[config.mk]
export PLATFORM = sky130hd
export DESIGN_NAME = npu_seq
export DESIGN_NICKNAME = d
export VERILOG_FILES = /design/src/rtl/npu_seq.sv
export SDC_FILE = /design/constraint.sdc
export NUM_CORES = 1
export LEC_CHECK = 0
export CAP_MARGIN = 20
export CORE_MARGIN = 2
export CORE_UTILIZATION = 45
export DETAILED_ROUTE_END_ITERATION = 8
export PLACE_DENSITY = 0.91
export SETUP_SLACK_MARGIN = 0.05
export SLEW_MARGIN = 10
export SYNTH_ARGS = -nofsm -noshare
export SYNTH_HDL_FRONTEND = slang
export SYNTH_SLANG_ARGS = --single-unit
[constraint.sdc]
create_clock -name clk -period 4 [get_ports clk]
set_input_delay 0.8 -clock clk [delete_from_list [all_inputs] [get_ports clk]]
set_output_delay 0.8 -clock clk [all_outputs]
set_load 0.02 [all_outputs]
[src/rtl/npu_seq.sv]
// npu_seq: sequences a 3x3 systolic array job (skewed feed, de-skewed write-back, done pulse).
// First read 1 cycle after start, row k written at c=k+6; no backpressure; NPU_SEQ_PERF_EN adds perf_cyc.
module npu_seq #(
    parameter int DW     = 8,
    parameter int ACCW   = 16,
    parameter int AWIDTH = 8
) (
    input  logic                clk,
    input  logic                rst_n,
    input  logic                start,
    input  logic [AWIDTH-1:0]   n_vec,
    output logic                busy,
    output logic                done,
    output logic                in_rd_en,
    output logic [AWIDTH-1:0]   in_rd_addr,
    input  logic [3*DW-1:0]     in_rd_data,
    output logic                arr_en,
    output logic [3*DW-1:0]     arr_left,
    input  logic [3*ACCW-1:0]   arr_down,
    output logic                out_wr_en,
    output logic [AWIDTH-1:0]   out_wr_addr,
    output logic [3*ACCW-1:0]   out_wr_data
`ifdef NPU_SEQ_PERF_EN
    ,
    output logic [15:0]         perf_cyc
`endif
);

    localparam int CW = AWIDTH + 3;

    typedef enum logic [1:0] {IDLE, RUN, DONE} state_t;

    state_t            state_q, state_d;
    logic [CW-1:0]     c_q, c_d;
    logic [AWIDTH-1:0] n_q, n_d;
    logic [CW-1:0]     last_c;

    logic              vld1_q;
    logic [DW-1:0]     l1_q, l2a_q, l2b_q;
    logic [ACCW-1:0]   c0a_q, c0b_q, c1_q;

    // Final write of vector N-1 lands at c = N+5, which also ends the drain.
    assign last_c = CW'(n_q) + CW'(5);

    always_ff @(posedge clk or negedge rst_n) begin
        if (!rst_n) begin
            state_q <= IDLE;
            c_q     <= '0;
            n_q     <= '0;
        end else begin
            state_q <= state_d;
            c_q     <= c_d;
            n_q     <= n_d;
        end
    end

    always_comb begin
        state_d = state_q;
        c_d     = c_q;
        n_d     = n_q;
        case (state_q)
            IDLE: begin
                if (start) begin
                    if (n_vec != '0) begin
                        n_d     = n_vec;
                        c_d     = '0;
                        state_d = RUN;
                    end else begin
                        state_d = DONE;
                    end
                end
            end
            RUN: begin
                c_d = c_q + CW'(1);
                if (c_q == last_c) state_d = DONE;
            end
            DONE:    state_d = IDLE;
            default: state_d = IDLE;
        endcase
    end

    always_comb begin
        busy        = (state_q != IDLE);
        done        = (state_q == DONE);
        in_rd_en    = (state_q == RUN) && (c_q < CW'(n_q));
        in_rd_addr  = in_rd_en ? AWIDTH'(c_q) : '0;
        arr_en      = (state_q == RUN) && (c_q != '0);
        out_wr_en   = (state_q == RUN) && (c_q >= CW'(6));
        out_wr_addr = out_wr_en ? AWIDTH'(c_q - CW'(6)) : '0;
        out_wr_data = out_wr_en ? {arr_down[3*ACCW-1:2*ACCW], c1_q, c0b_q} : '0;
        arr_left    = {l2b_q, l1_q, vld1_q ? in_rd_data[DW-1:0] : {DW{1'b0}}};
    end

    // Skew pipes carry zeros whenever no read data is valid, so idle lane slots drive 0.
    always_ff @(posedge clk or negedge rst_n) begin
        if (!rst_n) begin
            vld1_q <= 1'b0;
            l1_q   <= '0;
            l2a_q  <= '0;
            l2b_q  <= '0;
            c0a_q  <= '0;
            c0b_q  <= '0;
            c1_q   <= '0;
        end else begin
            vld1_q <= in_rd_en;
            l1_q   <= vld1_q ? in_rd_data[2*DW-1:DW]   : '0;
            l2a_q  <= vld1_q ? in_rd_data[3*DW-1:2*DW] : '0;
            l2b_q  <= l2a_q;
            c0a_q  <= arr_down[ACCW-1:0];
            c0b_q  <= c0a_q;
            c1_q   <= arr_down[2*ACCW-1:ACCW];
        end
    end

`ifdef NPU_SEQ_PERF_EN
    logic [15:0] perf_q;

    always_ff @(posedge clk or negedge rst_n) begin
        if (!rst_n) begin
            perf_q <= '0;
        end else if ((state_q == IDLE) && start) begin
            perf_q <= '0;
        end else if (busy && (perf_q != 16'hFFFF)) begin
            perf_q <= perf_q + 16'd1;
        end
    end

    assign perf_cyc = perf_q;
`endif

endmodule

==> results of run 1 <==
per-stage QoR:
step | area, sq um | utilization | worst slack, ns | std cells | hold WS (ns)
final | 6030 | 0.702 | 0.358 | 636 | 0.314
after global routing | 6030 | 0.702 | 0.0853 | 636 | 0.304
after CTS | 5990 | 0.697 | 0.164 | 634 | 0.354
after detailed placement | 5760 | 0.671 | 0.432 | 618 | 0.335
after global placement | 5760 | 0.671 | 0.559 | 618 | 0.331
after floorplan | 3940 | - | 0.910 | 350 | 0.331
layout make-up:
class,instances,area (sq um)
well taps,108,135
fillers,617,2560
clock inverters,7,92.6
repair buffers,180,1820
inverters,11,43.8
multi-input cells,227,1470
flip-flops and latches,94,2350
clock buffers,9,124
path summary, 6_finish.rpt:
| check | cells after the start | start | to | slack [ns] |
|---|---|---|---|---|
| worst min register to register | 0 | c0a_q[6] | c0b_q[6] | 0.35 |
| worst max register to register | 7 | c_q[1] | vld1_q | 1.85 |
| worst min-delay path | 1 | rst_n | l2a_q[1] | 0.31 |
| max in group asynchronous | 3 | rst_n | c1_q[9] | 2.91 |
| worst max-delay path | 8 | c_q[1] | in_rd_addr[1] | 0.36 |
| min in group clk | 0 | c0a_q[6] | c0b_q[6] | 0.35 |
repair_timing:
| item | 4_1_cts | 5_1_grt |
|---|---|---|
| resized for setup | 1 | 3 |
| pin swaps | 0 | 1 |
| endpoints found under the setup margin | 1 | 7 |
| hold buffers | 0 | 0 |
kinds of logic after synthesis:
| family | after synthesis | synth area share |
|---|---|---|
| AND/OR/NAND/NOR | 159 | 0.226 |
| flip-flops | 94 | 0.598 |
| AO/OA/AOI/OAI | 30 | 0.0480 |
| buffers and inverters | 29 | 0.0302 |
| XOR/XNOR | 24 | 0.0534 |
| adder cells (fa/ha/maj) | 13 | 0.0413 |
| multiplexers | 1 | 0.00286 |
power by group:
group	total, uW	internal (uW)	switching (uW)
Combinational	3160	1510	1650
Sequential	1330	1120	207
Clock	653	304	349
cells in the mapped netlist:
library cell	number	share of area
sky130_fd_sc_hd__or2_2	1	0.0016
sky130_fd_sc_hd__ha_1	13	0.041
sky130_fd_sc_hd__inv_1	7	0.0067
sky130_fd_sc_hd__nand4b_1	1	0.0022
sky130_fd_sc_hd__o21ai_1	2	0.0025
sky130_fd_sc_hd__or3_1	1	0.0016
sky130_fd_sc_hd__nand2_2	1	0.0016
sky130_fd_sc_hd__a211oi_1	3	0.0057
sky130_fd_sc_hd__nor4_4	1	0.0054
sky130_fd_sc_hd__nand4_1	10	0.016
sky130_fd_sc_hd__o21ai_0	10	0.013
sky130_fd_sc_hd__a22oi_1	1	0.0019
sky130_fd_sc_hd__nand3_1	7	0.0089
sky130_fd_sc_hd__nor2b_1	3	0.0048
sky130_fd_sc_hd__nand3b_1	1	0.0019
sky130_fd_sc_hd__a21o_1	1	0.0019
sky130_fd_sc_hd__xor2_1	9	0.020
sky130_fd_sc_hd__inv_2	3	0.0029
sky130_fd_sc_hd__nand2b_1	1	0.0016
sky130_fd_sc_hd__a21oi_2	2	0.0045
sky130_fd_sc_hd__xnor2_1	15	0.033
sky130_fd_sc_hd__o21a_1	3	0.0057
sky130_fd_sc_hd__mux2_2	1	0.0029
sky130_fd_sc_hd__nor4b_1	1	0.0022
sky130_fd_sc_hd__a21oi_1	3	0.0038
sky130_fd_sc_hd__o31ai_1	2	0.0038
sky130_fd_sc_hd__clkbuf_1	11	0.010
sky130_fd_sc_hd__o22ai_1	1	0.0016
sky130_fd_sc_hd__nor4_2	1	0.0032
sky130_fd_sc_hd__buf_1	1	0.00095
sky130_fd_sc_hd__nor3_1	4	0.0051
sky130_fd_sc_hd__o2111ai_1	1	0.0022
sky130_fd_sc_hd__nor2_1	30	0.029
sky130_fd_sc_hd__and2_1	73	0.12
sky130_fd_sc_hd__nand2_1	17	0.016
sky130_fd_sc_hd__and3_1	1	0.0016
sky130_fd_sc_hd__buf_2	5	0.0064
sky130_fd_sc_hd__a31oi_1	1	0.0016
sky130_fd_sc_hd__buf_4	1	0.0019
sky130_fd_sc_hd__nor4_1	4	0.0064
sky130_fd_sc_hd__clkinv_1	1	0.00095
sky130_fd_sc_hd__nor2_2	1	0.0016
sky130_fd_sc_hd__dfrtp_1	94	0.60
routing by layer:
metal	routed length, um	vias up
met1	3760	1477
li1	-	1481
met5	0	-
met4	267	0
met3	817	20
met2	4830	163
registers in the layout, indices dropped and copies added, names as in the netlist:
name,cells
c0b_q,16
n_q,8
vld1_q,1
c_q,11
c1_q,16
l1_q,8
c0a_q,16
l2a_q,8
state_q,2
l2b_q,8
==> results.sh, run 1 <==
export IMPL_status="finished clean"
export IMPL_groute_layer_met2_usage=0.348
export IMPL_timing_final_hold_violations=0
export IMPL_grt_setup_unrepaired="no"
export IMPL_critical_path_max_stage_delay_ns=0.57
export IMPL_drt_drc_violations_left=0
export IMPL_nets=619
export IMPL_worst_slew_pin_transition_ns=0.682
export IMPL_achievable_frequency_mhz=275
export IMPL_layout_cells_most_common_list="173 x sky130_fd_sc_hd__clkdlybuf4s50_1, 94 x sky130_fd_sc_hd__dfrtp_1, 73 x sky130_fd_sc_hd__and2_1"
export IMPL_synth_yosys_seq_area_share=0.598
export IMPL_n_antenna_cell=0
export IMPL_antenna_violations_before_repair=0
export IMPL_via_count_of_the_first_global_routing_pass=3233
export IMPL_critical_path_n_buffers_inverters=1
export IMPL_worst_path_max_delay_cell="sky130_fd_sc_hd__clkdlybuf4s50_1"
export IMPL_design_power_total_uw=5130
export IMPL_maxCapViolCount=0
export IMPL_syn_num_nets=446
export IMPL_synth_lib_cells_used_distinct=43
export IMPL_path_common_cell="sky130_fd_sc_hd__o21a_1"
export IMPL_ios=176
export IMPL_starting_density_of_the_core=0.458
export IMPL_port_buffer_count=175
export IMPL_clkTransAtPathRegs_ns=0.10
export IMPL_cellLeakagePower_uw=0.00256
export IMPL_fp_dieH_um=97.5
export IMPL_via_count=3141
export IMPL_slew_headroom=0.545
export IMPL_ys_warn_count=0
export IMPL_die_width_um=97.5
export IMPL_die_area_sq_mm=0.00951
export IMPL_areaGrowthSynthToFinish_pct=53.4
export IMPL_final_max_slew_viol_count=0
export IMPL_detailedRoute_firstIterationViolations=71
export IMPL_worst_ir_drop_vdd_mv=0.587
export IMPL_cts_htree_levels=3
export IMPL_worst_path_max_fanout=9
export IMPL_cts_sink_count=94
export IMPL_grt_max_degree=85
export IMPL_grt_overflow_total=0
export IMPL_finalSetupViolations=0
export IMPL_global_route_wire_length_before_repair_mm=15.8
export IMPL_cts_root_buffer_cell="sky130_fd_sc_hd__clkbuf_8"
export IMPL_floorplan_rows=34
export IMPL_cp_cell_instances="ha_1, nor2b_1, o21a_1, o21a_1, o21ai_1, a21oi_1, nor2_1, clkdlybuf4s50_1"
export IMPL_min_path_type="in2async"
export IMPL_dpl_hpwl_mm=7.34
export IMPL_cts_buffers_inserted=9
export IMPL_kind_of_critical_path="reg2out"
export IMPL_setup_worst_path_start_class="flop"
export IMPL_totalWireLength_mm=9.68
export IMPL_final_min_clock_period_ns=3.64
export IMPL_grt_use_total=0.210
export IMPL_period_share=0.910
export IMPL_clock_skew_final_ns=0.00893
export IMPL_worst_setup_path_end_kind="output port"
export IMPL_synthCells=350
export IMPL_grt_busiest_layer="met2"
export IMPL_synth_area_per_cell_sq_um=11.2
export IMPL_clk_insertion_delay_late_ns=0.35
export IMPL_drtPass1Iterations=4
export IMPL_mostFrequentLayoutCell="sky130_fd_sc_hd__clkdlybuf4s50_1"
export IMPL_gr_usage_met3=0.0626
export IMPL_cts_setup_buffers=0
export IMPL_drive_gt1_frac=0.0644
export IMPL_design_core_area_sq_mm=0.00859
export IMPL_cts_tree="built"
export IMPL_route_antenna_remaining_nets=0
export IMPL_power_density_mw_per_mm2=851
export IMPL_path_delay_family="compound AO/OA/AOI/OAI gates"
export IMPL_use_met1=0.255
export IMPL_arr_time_crit_path_ns=2.84
export IMPL_summed_instance_area_of_the_synthesized_netlist_sq_mm=0.00394
export IMPL_routedWlPerCell_um=15.2
export IMPL_gp_routability_congestion=0.876
export IMPL_maximum_root_to_sink_buffer_count=2
export IMPL_post_drt_via_cell_ratio=4.94
export IMPL_critPathRequiredTime_ns=3.20
export IMPL_fin_tns_setup_ns=0
export IMPL_postSynthRegisterBits=94
Power figures use the tool's default switching activity.
==> run 2, diff against run 1 <==
- clock period: 4 -> 4.2 ns (I/O delays scaled with it)
==> run 2 against run 1 <==
  * Sequential power down 5%
  * Die area unchanged
  * Clock-buffer cell count up 1
  * Hold slack better by 0.034 ns
  * Critical path depth unchanged
  * Power down 4.6%
  * Cell area down 0.87%
  * Combinational power down 5%
  * Core utilization down 0.61 points
  * Clock skew down 0.0013 ns
  * First-iteration DRC count up 110%
  * Critical path type unchanged
  * Critical endpoint is now in_rd_en
  * Largest cell class unchanged
  * Highest routed layer unchanged
==> results.sh, run 2 (synthesized netlist as in run 1, its figures left out) <==
export IMPL_status="finished clean"
export IMPL_kind_of_critical_path="reg2out"
export IMPL_clkTransAtPathRegs_ns=0.09
export IMPL_via_count=3190
export IMPL_min_path_type="reg2reg"
export IMPL_whs_path_depth=0
export IMPL_achievable_frequency_mhz=253
export IMPL_grt_busiest_layer="met2"
export IMPL_grt_max_degree=78
export IMPL_fin_area_sq_mm=0.00598
export IMPL_gr_usage_met3=0.0647
export IMPL_reg2reg_to="vld1_q"
export IMPL_post_drt_via_cell_ratio=5.02
export IMPL_clk_insertion_delay_late_ns=0.36
export IMPL_antenna_violations_before_repair=0
export IMPL_clock_skew_final_ns=0.00763
export IMPL_floorplan_rows=34
export IMPL_nets=618
export IMPL_cts_root_buffer_cell="sky130_fd_sc_hd__clkbuf_8"
export IMPL_global_route_wire_length_before_repair_mm=16.7
export IMPL_design_power_total_uw=4900
export IMPL_worst_setup_path_end_kind="output port"
export IMPL_cts_resized=0
export IMPL_worst_hold_slack_ns=0.348
export IMPL_die_area_sq_mm=0.00951
export IMPL_maxCapViolCount=0
export IMPL_cts_hold_repair_buffers=0
export IMPL_drt_drc_violations_left=0
export IMPL_port_buffer_count=175
export IMPL_ios=176
export IMPL_cts_sink_count=94
export IMPL_groute_layer_met2_usage=0.383
export IMPL_worst_ir_drop_vdd_mv=0.512
export IMPL_mostFrequentLayoutCell="sky130_fd_sc_hd__clkdlybuf4s50_1"
export IMPL_pre_cts_ws_ns=0.654
export IMPL_period_share=0.942
export IMPL_areaGrowthSynthToFinish_pct=52.0
export IMPL_fp_dieH_um=97.5
export IMPL_grt_overflow_total=0
export IMPL_gp_routability_congestion=0.836
export IMPL_detailedRoute_firstIterationViolations=150
export IMPL_slew_headroom=0.381
export IMPL_finalSetupViolations=0
export IMPL_totalWireLength_mm=9.99
export IMPL_starting_density_of_the_core=0.458
export IMPL_route_antenna_remaining_nets=0
export IMPL_grt_use_total=0.222
export IMPL_grt_setup_unrepaired="no"
export IMPL_layout_cells_most_common_list="174 x sky130_fd_sc_hd__clkdlybuf4s50_1, 94 x sky130_fd_sc_hd__dfrtp_1, 73 x sky130_fd_sc_hd__and2_1"
export IMPL_maximum_root_to_sink_buffer_count=2
export IMPL_final_max_slew_viol_count=0
export IMPL_worst_path_max_fanout=9
export IMPL_cts_buffers_inserted=9
export IMPL_fin_tns_setup_ns=0
export IMPL_routedWlPerCell_um=15.7
export IMPL_r2r_slack_ns=2.00
export IMPL_final_min_clock_period_ns=3.96
export IMPL_drive_gt1_frac=0.0607
export IMPL_worst_slew_pin_transition_ns=0.929
export IMPL_dpl_hpwl_mm=7.46
export IMPL_reg2regPathDepth=7
export IMPL_reg_largest_list="c0a_q (16), c0b_q (16), c1_q (16)"
export IMPL_arr_time_crit_path_ns=3.12
export IMPL_setup_ws_ns=0.245
export IMPL_cellLeakagePower_uw=0.00254
export IMPL_design_core_area_sq_mm=0.00859
export IMPL_cts_setup_buffers=0
export IMPL_min_delay_worst_endpoint="c0b_q[12]"
export IMPL_use_met1=0.254
export IMPL_worst_r2r_src="c_q[1]"
export IMPL_worstHoldStart="c0a_q[12]"
export IMPL_n_antenna_cell=0
export IMPL_cts_htree_levels=3
export IMPL_die_width_um=97.5
export IMPL_drtPass1Iterations=4
export IMPL_critPathRequiredTime_ns=3.36
export IMPL_timing_final_hold_violations=0
export IMPL_power_density_mw_per_mm2=819
export IMPL_cts_tree="built"
export IMPL_via_count_of_the_first_global_routing_pass=3440
export IMPL_postPlaceCellArea_sq_mm=0.00576
export IMPL_setup_worst_path_start_class="flop"
-- run 2: cell types whose count changed in the layout (fill, tap and decap cells not counted) --
cell | before | now
sky130_fd_sc_hd__clkinv_2 | 0 | 2
sky130_fd_sc_hd__clkinv_4 | 3 | 1
sky130_fd_sc_hd__buf_16 | 1 | 0
sky130_fd_sc_hd__buf_6 | 0 | 1
sky130_fd_sc_hd__buf_8 | 1 | 0
sky130_fd_sc_hd__clkbuf_8 | 9 | 10
sky130_fd_sc_hd__clkdlybuf4s50_1 | 173 | 174
sky130_fd_sc_hd__clkinv_8 | 1 | 0
sky130_fd_sc_hd__dlymetal6s2s_1 | 1 | 0
sky130_fd_sc_hd__inv_2 | 2 | 3
sky130_fd_sc_hd__inv_4 | 1 | 0
sky130_fd_sc_hd__nor4b_1 | 0 | 1
sky130_fd_sc_hd__nor4b_2 | 1 | 0
-- run 2: metrics by stage --
| step | cells | utilization |
|---|---|---|
| 2_1_floorplan | 350 | - |
| 3_3_place_gp | 618 | 0.671 |
| 3_5_place_dp | 618 | 0.671 |
| 4_1_cts | 634 | 0.695 |
| 5_1_grt | 635 | 0.696 |
| 6_report | 635 | 0.696 |
-- run 2: cell type report --
class / instances / area, sq um
Sequential cell: 94 / 2350
Fill cell: 614 / 2610
Tap cell: 108 / 135
Clock buffer: 10 / 138
Inverter: 11 / 41.3
Clock inverter: 6 / 68.8
Multi-Input combinational cell: 227 / 1460
Timing Repair Buffer: 179 / 1780
-- run 2: metal layers --
metal	routed length, um	share of wire
met1	3670	0.37
met2	5050	0.51
met3	944	0.094
met4	319	0.032
met5	0	0
-- run 2: worst max-delay path by stage --
stage | slack, ns | depth (start not counted) | from | to
2_1_floorplan | 1.07 | 7 | c_q[1] | in_rd_en
3_3_place_gp | 0.73 | 8 | c_q[1] | in_rd_en
3_5_place_dp | 0.65 | 8 | c_q[1] | in_rd_en
4_1_cts | 0.22 | 8 | c_q[1] | in_rd_en
5_1_grt | 0.05 | 8 | c_q[1] | in_rd_en
6_report | 0.24 | 8 | c_q[1] | in_rd_en
-- run 2: report_power, final --
group,switching (uW),internal (uW)
clock,326,297
sequential,201,1070
combinational,1580,1430
total,2110,2790
-- run 2: critical path: stages (launching register included) --
cell                              delay (ns)
sky130_fd_sc_hd__dfrtp_1                0.50
sky130_fd_sc_hd__ha_1                   0.33
sky130_fd_sc_hd__nor2b_1                0.13
sky130_fd_sc_hd__o21a_1                 0.16
sky130_fd_sc_hd__o21a_1                 0.16
sky130_fd_sc_hd__o21ai_1                0.11
sky130_fd_sc_hd__a21oi_1                0.22
sky130_fd_sc_hd__nor4b_1                0.47
sky130_fd_sc_hd__clkdlybuf4s50_1        0.70
==> run 3, diff against run 2 <==
- CAP_MARGIN: 20 -> not set
- CTS_CLUSTER_SIZE: not set -> 20
==> run 3 against run 2 <==
  * Sequential share of layout area up 0.074 points
  * Maximum frequency up 0.28%
  * Non-clock buffer count down 1
  * First-iteration DRC count down 15%
  * Critical path type unchanged
  * Core utilization down 0.13 points
==> results.sh, run 3 (synthesized netlist as in run 1, its figures left out) <==
export IMPL_drt_drc_violations_left=0
export IMPL_clk_insertion_delay_late_ns=0.36
export IMPL_antenna_violations_before_repair=0
export IMPL_design_core_area_sq_mm=0.00859
export IMPL_cts_hold_repair_buffers=0
export IMPL_grt_use_total=0.222
export IMPL_maxCapViolCount=0
export IMPL_cts_tree="built"
export IMPL_cellLeakagePower_uw=0.00254
export IMPL_ios=176
export IMPL_status="finished clean"
export IMPL_worst_setup_path_end_kind="output port"
export IMPL_cts_setup_buffers=0
export IMPL_via_count_of_the_first_global_routing_pass=3440
export IMPL_port_buffer_count=175
export IMPL_areaGrowthSynthToFinish_pct=51.7
export IMPL_timing_final_hold_violations=0
export IMPL_setup_worst_path_start_class="flop"
export IMPL_gp_routability_congestion=0.836
export IMPL_final_min_clock_period_ns=3.94
export IMPL_reg_largest_list="c0a_q (16), c0b_q (16), c1_q (16)"
export IMPL_drive_gt1_frac=0.0589
export IMPL_global_route_wire_length_before_repair_mm=16.7
export IMPL_mostFrequentLayoutCell="sky130_fd_sc_hd__clkdlybuf4s50_1"
export IMPL_cts_buffers_inserted=9
export IMPL_grt_overflow_total=0
export IMPL_reg2regPathDepth=7
export IMPL_utilization=0.695
export IMPL_fillerInstances=614
export IMPL_worst_hold_slack_ns=0.348
export IMPL_die_width_um=97.5
export IMPL_routedWlPerCell_um=15.8
export IMPL_whs_path_depth=0
export IMPL_worst_path_max_fanout=9
export IMPL_achievable_frequency_mhz=254
export IMPL_maximum_root_to_sink_buffer_count=2
export IMPL_arr_time_crit_path_ns=3.10
export IMPL_grt_setup_unrepaired="no"
export IMPL_starting_density_of_the_core=0.458
export IMPL_n_antenna_cell=0
export IMPL_route_antenna_remaining_nets=0
export IMPL_period_share=0.939
export IMPL_slew_headroom=0.258
export IMPL_via_count=3189
export IMPL_grt_max_degree=78
export IMPL_drtPass1Iterations=5
export IMPL_clock_skew_final_ns=0.00801
export IMPL_min_path_type="reg2reg"
export IMPL_worst_slew_pin_transition_ns=1.11
export IMPL_cts_root_buffer_cell="sky130_fd_sc_hd__clkbuf_8"
export IMPL_finalSetupViolations=0
export IMPL_totalWireLength_mm=9.99
export IMPL_design_power_total_uw=4890
export IMPL_cts_sink_count=94
export IMPL_layout_cells_most_common_list="174 x sky130_fd_sc_hd__clkdlybuf4s50_1, 94 x sky130_fd_sc_hd__dfrtp_1, 73 x sky130_fd_sc_hd__and2_1"
export IMPL_die_area_sq_mm=0.00951
export IMPL_cts_htree_levels=3
export IMPL_cts_resized=0
export IMPL_fp_dieH_um=97.5
export IMPL_worst_ir_drop_vdd_mv=0.512
export IMPL_nets=617
export IMPL_final_max_slew_viol_count=0
export IMPL_dpl_hpwl_mm=7.46
export IMPL_detailedRoute_firstIterationViolations=128
export IMPL_post_drt_via_cell_ratio=5.03
export IMPL_floorplan_rows=34
export IMPL_power_density_mw_per_mm2=820
export IMPL_clkTransAtPathRegs_ns=0.09
export IMPL_kind_of_critical_path="reg2out"
export IMPL_critPathRequiredTime_ns=3.36
export IMPL_fin_tns_setup_ns=0
[run 3: cell types whose count changed in the layout (fill, tap and decap cells not counted), sizes merged]
cell  delta
buf      -1
[run 3: metal layers]
layer,routed length [um],share of wire,global-route usage
met1,3670,0.37,0.254
met2,5100,0.51,0.383
met3,936,0.094,0.0647
met4,282,0.028,0.106
met5,0,0,0
[run 3: stage by stage]
stage	instance area, sq um	setup slack (ns)	cells
after floorplan	3940	1.07	350
after detailed placement	5760	0.654	618
after CTS	5970	0.222	634
final	5970	0.256	634
after global placement	5760	0.730	618
after global routing	5970	0.0516	634
[run 3: cell type report]
class | instances | area [sq um] | share of cell area
Clock inverter | 6 | 68.8 | 0.0115
Inverter | 11 | 41.3 | 0.00692
Timing Repair Buffer | 178 | 1770 | 0.297
Multi-Input combinational cell | 227 | 1460 | 0.245
Sequential cell | 94 | 2350 | 0.394
Clock buffer | 10 | 138 | 0.0231
Tap cell | 108 | 135 | 0.0226
[run 3: final timing paths]
kind,from,slack [ns],endpoint
setup / recovery,c_q[1],0.26,in_rd_en
hold / removal,c0a_q[12],0.35,c0b_q[12]
setup reg to reg,c_q[1],2.00,vld1_q
hold reg to reg,c0a_q[12],0.35,c0b_q[12]
max in group asynchronous,rst_n,2.80,c1_q[7]
min in group asynchronous,rst_n,0.61,l2a_q[3]
[run 3: worst max-delay path: stages, from the launching register on]
cell                              delay (ns)
sky130_fd_sc_hd__dfrtp_1                0.50
sky130_fd_sc_hd__ha_1                   0.33
sky130_fd_sc_hd__nor2b_1                0.13
sky130_fd_sc_hd__o21a_1                 0.16
sky130_fd_sc_hd__o21a_1                 0.16
sky130_fd_sc_hd__o21ai_1                0.11
sky130_fd_sc_hd__a21oi_1                0.21
sky130_fd_sc_hd__nor4b_1                0.46
sky130_fd_sc_hd__clkdlybuf4s50_1        0.70
[run 3: where the power goes]
part | internal [uW] | leakage [uW] | total [uW] | switching, uW
Sequential | 1070 | 0.00113 | 1270 | 201
Combinational | 1430 | 0.00129 | 3010 | 1580
Clock | 297 | 0.000109 | 621 | 324
Total | 2790 | 0.00254 | 4890 | 2110
